## src/rtl/d_sramlike_bridge.sv

```systemverilog
// Data-side bridge from the CPU memory stage to an SRAM-like bus (req/addr_ok/data_ok).
// Define DBRIDGE_EXCEPT_GATE_EN to suppress bus requests for accesses flagged with cpu_except.
module d_sramlike_bridge (
  input  logic        clk,
  input  logic        rst,
  input  logic        cpu_en,
  input  logic [3:0]  cpu_wen,
  input  logic [31:0] cpu_addr,
  input  logic [31:0] cpu_wdata,
  input  logic [1:0]  cpu_size,
  input  logic        cpu_except,
  input  logic        cpu_longest_stall,
  output logic [31:0] cpu_rdata,
  output logic        cpu_stall,
  output logic        req,
  output logic        wr,
  output logic [1:0]  size,
  output logic [31:0] addr,
  output logic [31:0] wdata,
  input  logic        addr_ok,
  input  logic        data_ok,
  input  logic [31:0] rdata
);

  typedef enum logic [1:0] {IDLE, ADDR, DATA, HOLD} stateT;

  stateT       state, nextState;
  logic        go;
  logic        wrQ;
  logic [1:0]  sizeQ;
  logic [31:0] addrQ, wdataQ, holdQ;

`ifdef DBRIDGE_EXCEPT_GATE_EN
  assign go = cpu_en & ~cpu_except;
`else
  assign go = cpu_en;
`endif

  // NOTE: sequential state uses non-blocking (<=) so every register samples pre-edge values.
  always_ff @(posedge clk or posedge rst) begin
    if (rst) state <= IDLE;
    else     state <= nextState;
  end

  // Request fields are captured on the issue cycle so ADDR can replay them while the CPU side moves.
  always_ff @(posedge clk or posedge rst) begin
    if (rst) begin
      wrQ    <= 1'b0;
      sizeQ  <= 2'd0;
      addrQ  <= 32'd0;
      wdataQ <= 32'd0;
    end else if (state == IDLE && go) begin
      wrQ    <= |cpu_wen;
      sizeQ  <= cpu_size;
      addrQ  <= cpu_addr;
      wdataQ <= cpu_wdata;
    end
  end

  always_ff @(posedge clk or posedge rst) begin
    if (rst)                            holdQ <= 32'd0;
    else if (state == DATA && data_ok)  holdQ <= rdata;
  end

  // NOTE: every always_comb output gets a default first so no path can infer a latch.
  always_comb begin
    nextState = state;
    unique case (state)
      IDLE: if (go) nextState = addr_ok ? DATA : ADDR;
      ADDR: if (addr_ok) nextState = DATA;
      DATA: if (data_ok) nextState = cpu_longest_stall ? HOLD : IDLE;
      HOLD: if (!cpu_longest_stall) nextState = IDLE;
      default: nextState = IDLE;
    endcase
  end

  // Control outputs are gated by rst so they drop immediately, not at the next edge.
  always_comb begin
    req       = 1'b0;
    cpu_stall = 1'b0;
    wr        = wrQ;
    size      = sizeQ;
    addr      = addrQ;
    wdata     = wdataQ;
    cpu_rdata = holdQ;
    unique case (state)
      IDLE: begin
        req       = go;
        cpu_stall = go;
        wr        = |cpu_wen;
        size      = cpu_size;
        addr      = cpu_addr;
        wdata     = cpu_wdata;
      end
      ADDR: begin
        req       = 1'b1;
        cpu_stall = 1'b1;
      end
      DATA: begin
        cpu_stall = ~data_ok;
        if (data_ok) cpu_rdata = rdata;
      end
      HOLD: ;
      default: ;
    endcase
    if (rst) begin
      req       = 1'b0;
      wr        = 1'b0;
      cpu_stall = 1'b0;
    end
  end

endmodule

```

## config.mk

```make
export PLATFORM = sky130hd
export DESIGN_NAME = d_sramlike_bridge
export DESIGN_NICKNAME = d
export VERILOG_FILES = /design/src/rtl/d_sramlike_bridge.sv
export SDC_FILE = /design/constraint.sdc
export NUM_CORES = 1
export LEC_CHECK = 0
export ABC_AREA = 1
export CAP_MARGIN = 25
export CORE_AREA = 3 3 111 113
export DETAILED_ROUTE_END_ITERATION = 8
export DIE_AREA = 0 0 114 116
export PLACE_DENSITY = 0.8
export SLEW_MARGIN = 20
export SYNTH_ARGS = -nofsm -noshare
export SYNTH_HDL_FRONTEND = slang
export SYNTH_SLANG_ARGS = --single-unit
```

## constraint.sdc

```tcl
create_clock -name clk -period 4.3 [get_ports clk]
set_clock_uncertainty 0.15 [all_clocks]
set_input_delay 0.645 -clock clk [delete_from_list [all_inputs] [get_ports clk]]
set_output_delay 0.645 -clock clk [all_outputs]
set_load 0.01 [all_outputs]
```

[Word-level counts from Yosys, hierarchy flattened]
Index checks and enable logic that the tools add are counted.
Word-level totals
  register bits after elaboration: 101
  output and inout bits: 101
  input bits: 109
  logic and storage cells: 37
Operators by class
  multiplexer cells: 18
  reduce and logical (&&, ||, !) cells: 5
  bitwise logic cells: 1
  equality and inequality tests: 7
Operators by type and width (number)
  32-bit 2-to-1 mux: 4
  2-bit 2-to-1 mux: 7
  2-bit inequality test (second input constant): 4
  2-bit one-hot mux with 4 select lines: 1
  2-bit == test (second input constant): 2
  1-bit 2-to-1 mux: 4
  4-bit AND reduction: 1
  4-bit OR reduction: 1
  1-bit one-hot mux with 3 select lines: 1
  2-bit by 1-bit == test with 1-bit output (second input constant): 1
  1-bit logical AND: 2
  2-bit logical NOT: 1
  1-bit one-hot mux with 2 select lines: 1
  1-bit NOT: 1

[Logic depth before layout (Yosys ltp)]
  depth in word-level cells: 3
  mapped depth: 8
  mapped depth without buffers: 6

[Least setup slack after synthesis]
No wires, ideal clock.
  kind: input to output
  start: input port rst
  end: output port wr
  data required time: 3.505 ns
  path slack: 0.254 ns
  arrival time: 3.251 ns
  stages: 3
  path through: inv_1 o21ai_1 a31oi_1
On the way
  longest elaborated chain between the ends: 1
RTL lines
  start, declared: RTL line 5  | input logic rst,
  1-bit 2-to-1 mux: RTL line 106  | if (rst) begin
  end, declared: RTL line 16  | output logic wr,
Every way passes these cells.

[Final worst setup path]
  start: register state[0]
  end: output port cpu_rdata[28]
On the way
  longest elaborated chain between the ends: 2
RTL lines
  start, declared: RTL line 27  | stateT state, nextState;
  start signal, assigned: RTL line 42  | else state <= nextState;
  2-bit == test: RTL line 86  | unique case (state)
  32-bit 2-to-1 mux: RTL line 86
  end, declared: RTL line 13  | output logic [31:0] cpu_rdata,
Every way passes these cells.

==> impl_metrics.toml <==
[synthesis]
synthCells = 636
synth_flop_cell = "dfrtp_1"
synthTopCellsByArea = "dfrtp_1 52%, nand2_1 18%, o21ai_0 13%"
yosysSeqAreaShare_pct = 51.9
synth_seq_cells = 101
async_reset_ff_share_pct = 100
synth_top_area_share_pct = 51.9
synth_area_per_cell_um2 = 7.66
synth_nets = 745
ys_types = 22
ys_warn_count = 0
yosys.cell_count.top_type = "nand2_1"
yosys.area.top_type = "dfrtp_1"
synthTopCellsByCount = "239 x nand2_1, 126 x o21ai_0, 101 x dfrtp_1"
syn_area_um2 = 4870
synth-edff-count = 0

[die]
die_area_um2 = 13200
die_w_um = 114
core.rowCount = 39
die_h_um = 116
core-area_um2 = 11400
io_pins = 210
initial_core_util_pct = 42.7

[timing]
worst_slew_pin_slew_ns = 0.847
rsz0062_at_grt = "no"
period_share_pct = 85.1
finalHoldViolCount = 0
slew_violations = 0
finalSetupTns_ns = 0
period_minus_slack_ns = 3.66
fmax_ghz = 0.273
setup_viol = 0
maxSlewHeadroom_pct = 43.5

[layout]
fin_cells = 970
drive_gt1_share_pct = 3.51
area_delta_synth_final_pct = 49.2
final_nets = 931
n_antenna_cell = 0

[worst_setup_path]
r2r_cells = 5
endpoint_kind = "output pin"
crit_path_end = "cpu_rdata[28]"
required_ns = 3.50
cp-start-kind = "flip-flop"
r2r_end = "wrQ"
crit_type = "reg2out"
ff2ff_setup_slack_ns = 1.44
r2r-start = "state[0]"
path_max_fanout = 34
cp.arrival_ns = 2.86
crit_start = "state[0]"

[placement]
gp_congestion = 0.817
io_buffers = 208
post-dp-hpwl_um = 9530
placedCellCount = 954

[drt]
drt_iter0_markers = 305
ant_nets = 0
wl_met3_um = 1040
first_pass_iters = 5
drc = 0
vias = 4707
wl_met2_um = 6440
wl_met1_um = 5250
maxUsedRoutingLayer = "met4"
wl_um = 12900
vias_per_cell = 4.85
post_drt_wl_per_cell_um = 13.3

[clocking]
clock_sinks = 101
clockBufferDepth = 2
cts_setup_buffers = 0
cts_made_buffers = 9
cts_hold_buf = 0
htree_levels = 3
cts_root_buffer = "clkbuf_16"
cts_tree = "done"
clkTransAtPathRegs_ns = 0.07
cts_resized = 0
insertion_delay_ns = 0.33

[power]
intPower_w = 0.00329
power.leakage_nw = 3.51
clockPowerShare_pct = 15.3
pwr-share-comb_pct = 55.4
p_sw_share_pct = 38.3
ir_drop_mv = 0.398
seq_power_share_pct = 29.3
power_density_nw_per_um2 = 734
power.switching_w = 0.00204

[status]
outcome = "finished clean"

[grt]
first_global_vias = 4496
grt_pass1_wl_um = 20700
overflow = 0
grt_antenna_before_repair = 0
grt_usage_pct = 19.2
grt_max_degree = 81

[min_path]
min_path_type = "reg2reg"

[job]
drv_cap = 0
## layout by cell type (no fill, tap or decap), types with 2 or more instances in the layout
| cell type | instances |
|---|---|
| nand2_1 | 239 |
| clkdlybuf4s50_1 | 208 |
| o21ai_0 | 126 |
| dfrtp_1 | 101 |
| inv_1 | 70 |
| nand3_1 | 36 |
| o21ai_1 | 10 |
| clkbuf_16 | 9 |
| nor2_1 | 4 |
| buf_4 | 4 |
| nor2_4 | 2 |
| clkinv_2 | 2 |
| inv_4 | 2 |
| inv_6 | 2 |
## registers in the layout, indices dropped and copies added (netlist names)
| signal | count |
|---|---|
| addrQ | 32 |
| holdQ | 32 |
| wdataQ | 32 |
| sizeQ | 2 |
| state | 2 |
| wrQ | 1 |
## stage by stage
step                      area (um^2)  total power (W)  hold WS (ns)  util (%)  setup WS, ns
final                            7270          0.00533         0.319      63.6         0.642
after detailed placement         6960          0.00456         0.305      61.0         0.917
after CTS                        7270          0.00541         0.323      63.6         0.624
after global placement           6960          0.00447         0.300      61.0          1.01
after floorplan                  4870          0.00310         0.287         -         0.254
after global routing             7270          0.00577         0.337      63.6         0.433
## worst max-delay path: stages, from the launching register on
cell and delay [ns]:
dfrtp_1 0.49, nor2_4 0.63, nand2_2 0.57, nand2_1 0.27, nand2_1 0.08, clkdlybuf4s50_1 0.48
## power by group through the flow
| stage | Combinational (W) | Clock (W) | Sequential [W] |
|---|---|---|---|
| 6_report | 0.00295 | 0.000817 | 0.00156 |
| 5_1_grt | 0.00328 | 0.000887 | 0.00161 |
| 4_1_cts | 0.00300 | 0.000848 | 0.00156 |
| 3_5_place_dp | 0.00298 | 0 | 0.00158 |
| 3_3_place_gp | 0.00292 | 0 | 0.00156 |
| 2_1_floorplan | 0.00158 | 0 | 0.00152 |
## cell families after synthesis
logic type	count (synthesis)	synth area share (%)
flops	101	51.9
simple gates	284	23.4
buf+inv	112	10.4
compound gates	139	14.4
## cell type report
| class | count | area [um^2] |
|---|---|---|
| clock buffers | 9 | 225 |
| clock inverters | 7 | 80.1 |
| fillers | 988 | 4150 |
| inverters | 74 | 284 |
| multi-input cells | 423 | 1840 |
| flip-flops and latches | 101 | 2530 |
| well taps | 143 | 179 |
| repair buffers | 213 | 2130 |
## how the worst min path moves through the flow
stage                         start         to  slack, ns  cells past startpoint
after floorplan            holdQ[0]   holdQ[0]       0.29                      2
after global placement    holdQ[20]  holdQ[20]       0.30                      2
after detailed placement  holdQ[20]  holdQ[20]       0.31                      2
after CTS                 holdQ[26]  holdQ[26]       0.32                      2
after global routing       holdQ[9]   holdQ[9]       0.34                      2
final                     holdQ[24]  holdQ[24]       0.32                      2
## metal layers
metal	vias up	GRT usage, %
met5	-	0
met3	12	4.86
met1	2159	24.0
met2	179	33.1
li1	2357	-
met4	0	5.86
(Power assumes the default switching activity.)
==> RTL change 1, RTL diff (config.mk and constraints unchanged) <==
Reset style: synchronous (`rst`), changed in 3 clocked blocks.
--- a/src/rtl/d_sramlike_bridge.sv
+++ b/src/rtl/d_sramlike_bridge.sv
@@ -37,13 +37,13 @@
 `endif
 
   // NOTE: sequential state uses non-blocking (<=) so every register samples pre-edge values.
-  always_ff @(posedge clk or posedge rst) begin
+  always_ff @(posedge clk) begin
     if (rst) state <= IDLE;
     else     state <= nextState;
   end
 
   // Request fields are captured on the issue cycle so ADDR can replay them while the CPU side moves.
-  always_ff @(posedge clk or posedge rst) begin
+  always_ff @(posedge clk) begin
     if (rst) begin
       wrQ    <= 1'b0;
       sizeQ  <= 2'd0;
@@ -57,7 +57,7 @@
     end
   end
 
-  always_ff @(posedge clk or posedge rst) begin
+  always_ff @(posedge clk) begin
     if (rst)                            holdQ <= 32'd0;
     else if (state == DATA && data_ok)  holdQ <= rdata;
   end
Behaviour: differs if rst is asserted again (counterexample within 4 cycles, from zero or initial values and one cycle with rst high); with rst held inactive, the same outputs for 4 cycles.
==> RTL change 1 against the original RTL <==
  * Utilization fell by 2.3 points
  * Final area shrank 3.7%
  * Power shrank 14%
  * Cell count up 3.5%
  * Hold slack worse by 0.018 ns
  * Sequential cell count is the same
  * Routed wire length decreased by 5.5%
  * Largest power group unchanged
  * Worst setup slack gained 0.14 ns
  * Synthesized area fell by 2.5%
  * First-iteration DRC count fell by 6.9%
==> RTL change 1: results (changes against the original RTL) <==
| Metric | Value |
|---|---|
| Status | finished, final reports clean |
| Critical path peak fanout | 64 (+88%) |
| Placed Area | 6721 um^2 (-3.5%) |
| Most area-consuming cells after synthesis | dfxtp_1 43%, inv_1 11%, o21ai_0 10%, nand2_1 7.7%, a21oi_1 7.3% |
| GP Congestion | 0.7624 (-6.6%) |
| Drt initial violations | 284 (-6.9%) |
| Mapped Cells | 677 (+6.4%) |
| Met3 usage | 6.893% (+2.0 points) |
| Post-synthesis sequential area ratio | 42.57% (-9.3 points) |
| Vias per cell | 4.670 (-3.8%) |
| Placed Cells | 988 (+3.6%) |
| Synth top cells by count | 135 x inv_1, 101 x dfxtp_1, 97 x nand2_1 |
| First-pass GRT wire length | 19,750 um (-4.5%) |
| Pleak | 0.003101 uW (-12%) |
| Dpl ws | 0.7962 ns (-0.1212 ns) |
| DP Wirelength | 8563 um (-10%) |
| Slew @ Worst Pin | 0.8976 ns (+0.05018 ns) |
| Post-synthesis compound-gate area fraction | 25.79% (+11 points) |
| Met2 usage | 29.00% (-4.1 points) |
| Drt pass-1 iters | 4 (-1) |
| Pin count of the biggest net entering global routing | 102 (+26%) |
| Share of post-route cells with drive strength above 1 | 5.575% (+2.1 points) |
| WL/cell | 12.15 um (-8.7%) |
| Synth async-reset ratio | 0% (-100 points) |
| Vias in the first global route | 4,214 (-6.3%) |
| Yosys cell types | 24 (+9.1%) |
-- RTL change 1: cell types whose count changed after synthesis, sizes merged, moves of 34 or more --
cell   delta
nand2   -132
dfrtp   -101
dfxtp   +101
a21oi    +68
inv      +63
nor2     +34
-- RTL change 1: layout make-up --
class	instances	area [um^2]
clock buffers	12	256.5
clock inverters	4	22.52
fillers	1031	4418
inverters	137	514.2
multi-input cells	392	1872
flip-flops and latches	101	2022
well taps	143	178.9
repair buffers	215	2135
-- RTL change 1: power breakdown --
group          leakage [uW]  internal (uW)  switching, uW
Combinational       0.00213           1200           1340
Clock              0.000138            421            347
Sequential         0.000832           1180           75.9
-- RTL change 1: logic make-up after synthesis --
| logic type | Yosys count |
|---|---|
| AO/OA/AOI/OAI | 237 |
| buffers and inverters | 184 |
| flip-flops | 101 |
| AND/OR/NAND/NOR | 155 |
-- RTL change 1: worst paths after layout --
check / from / end / slack (ns) / depth (start not counted)
max: data_ok / cpu_rdata[3] / 0.78 / 5
min: addrQ[13]$_SDFFE_PP0N_ / addrQ[13]$_SDFFE_PP0N_ / 0.30 / 2
max reg2reg: state[1]$_SDFFE_PP0P_ / wdataQ[14]$_SDFFE_PP0N_ / 1.87 / 6
min reg2reg: addrQ[13]$_SDFFE_PP0N_ / addrQ[13]$_SDFFE_PP0N_ / 0.30 / 2
-- RTL change 1: worst max-delay path, stage by stage --
cell             delay (ns)
clkdlybuf4s50_1        0.54
nand3_4                0.49
o21ai_0                0.48
inv_1                  0.08
clkdlybuf4s50_1        0.49
-- RTL change 1: routing by layer --
layer / wire length, um / part of all wire [%]
met1: 5428 / 45
met2: 5283 / 43
met3: 1312 / 11
met4: 171 / 1.4
met5: 0 / 0
==> RTL change 2, RTL diff (same flow settings) <==
Without the edit above. Build with the macro `DBRIDGE_EXCEPT_GATE_EN` defined.
--- a/src/rtl/d_sramlike_bridge.sv
+++ b/src/rtl/d_sramlike_bridge.sv
@@ -1,5 +1,7 @@
 // Data-side bridge from the CPU memory stage to an SRAM-like bus (req/addr_ok/data_ok).
 // Define DBRIDGE_EXCEPT_GATE_EN to suppress bus requests for accesses flagged with cpu_except.
+`define DBRIDGE_EXCEPT_GATE_EN
+
 module d_sramlike_bridge (
   input  logic        clk,
   input  logic        rst,
Formal check against the unedited RTL: not equivalent (a bounded check fails within 4 cycles, from zero or initial values and one cycle with rst high).
==> RTL change 2 against the original RTL <==
  * Synthesized area fell by 0.13%
  * Final area increased by 0.69%
  * Critical path depth rose by 2
  * Sequential cell count unchanged
  * Sequential power is 3% higher
  * Worst setup slack improved by 0.056 ns
  * Power up 0.81%
  * Routed wire length grew 0.59%
  * Largest power group unchanged
==> RTL change 2: results (changes against the original RTL) <==
| Metric | Value |
|---|---|
| Crit path DAT | 2.81 ns (-0.05 ns) |
| Layout fillers | 946 (-4.3%) |
| Syn_nets | 747 (+0.27%) |
| Logic pwr share | 54.4% (-1.0 points) |
| Vias in the first global route | 4,603 (+2.4%) |
| Syn Area/Cell | 7.625 um^2 (-0.44%) |
| Register share of total power | 29.8% (+0.5 points) |
| CP startpoint | state[1]$_DFFE_PP0P_ |
| Buffers added on ports | 209 (+0.48%) |
| Relative slew slack | 39.96% (-3.6 points) |
| Drt initial violations | 368 (+21%) |
| Finished Layout Cells | 976 (+0.62%) |
| Status | finished, final reports clean |
| Placed Cells | 960 (+0.63%) |
| Reg2reg setup slack | 1.89 ns (+0.45 ns) |
| Multi-input gates | 424 (+0.24%) |
| Worst IR Drop VDD | 0.3643 mV (-8.5%) |
| Plain + repair buffers | 218 (+2.3%) |
| Global Route Usage Sum | 20.12% (+0.89 points) |
| DP Wirelength | 9867 um (+3.5%) |
| WL met3 | 962 um (-7.2%) |
| Most area-consuming cells after synthesis | dfrtp_1 52%, nand2_1 19%, o21ai_0 11%, inv_1 5.6%, nand3_1 3.6% |
| Post-synthesis sequential area ratio | 51.95% (+0.067 points) |
| # clk buffers | 13 (+4) |
| Met2 usage | 32.98% (-0.078 points) |
| Drt pass-1 iters | 7 (+2) |
| Pleak | 0.003543 uW (+1.1%) |
| NonClk Buf Share | 29.51% (+0.18 points) |
| Routed met1 length | 5333 um (+1.6%) |
| Met3 usage | 4.595% (-0.26 points) |
| Hold depth | 2 (unchanged) |
| Hold path startpoint | holdQ[23]$_DFFE_PP0P_ |
| Net Sw Frac | 37.02% (-1.2 points) |
| Flip-flop and latch count | 101 (unchanged) |
| Vias per cell | 4.873 (+0.42%) |
| Synth top cells by count | 244 x nand2_1, 105 x o21ai_0, 101 x dfrtp_1 |
| CP max stage delay | 0.56 ns (-0.07 ns) |
| Met2 wire len | 6410 um (-0.39%) |
| Pin count of the biggest net entering global routing | 61 (-25%) |
| Nets | 937 (+0.64%) |
| Sequential cell area share | 34.54% (-0.24 points) |
| CP endpoint | cpu_rdata[17] |
| Int Pwr | 3386 uW (+2.8%) |
| Yosys cell types | 18 (-18%) |
| Worst Hold End | holdQ[23]$_DFFE_PP0P_ |
| GP Congestion | 0.8495 (+4.0%) |
| Multi-input gate share of total cell area | 25.31% (about the same) |
| Share of post-route cells with drive strength above 1 | 3.361% (-0.15 points) |
## RTL change 2: changes by cell type in the layout (fill, tap and decap cells not counted), moves of 2 or more
cell,unedited run,this run
buf_4,4,9
clkbuf_1,0,3
clkinv_2,2,0
inv_6,2,0
nand2_1,239,244
o21ai_0,126,105
o21ai_1,10,30
## RTL change 2: cell families (layout without fill, tap and decap cells)
| group | Yosys count | after routing | synth area share (%) |
|---|---|---|---|
| DFF | 101 | 101 | 51.95 |
| buffers and inverters | 113 | 308 | 9.979 |
| AOI/OAI and AO/OA | 138 | 138 | 14.25 |
| and+or+nand+nor | 286 | 286 | 23.82 |
## RTL change 2: stage by stage
| step | setup WS [ns] | utilization [%] | cell area, um^2 |
|---|---|---|---|
| floorplan | 0.1137 | - | 4865 |
| global placement | 1.124 | 61.29 | 6998 |
| detailed placement | 1.024 | 61.29 | 6998 |
| CTS | 0.6736 | 64.08 | 7317 |
| global route | 0.4404 | 64.08 | 7317 |
| finish | 0.6978 | 64.08 | 7317 |
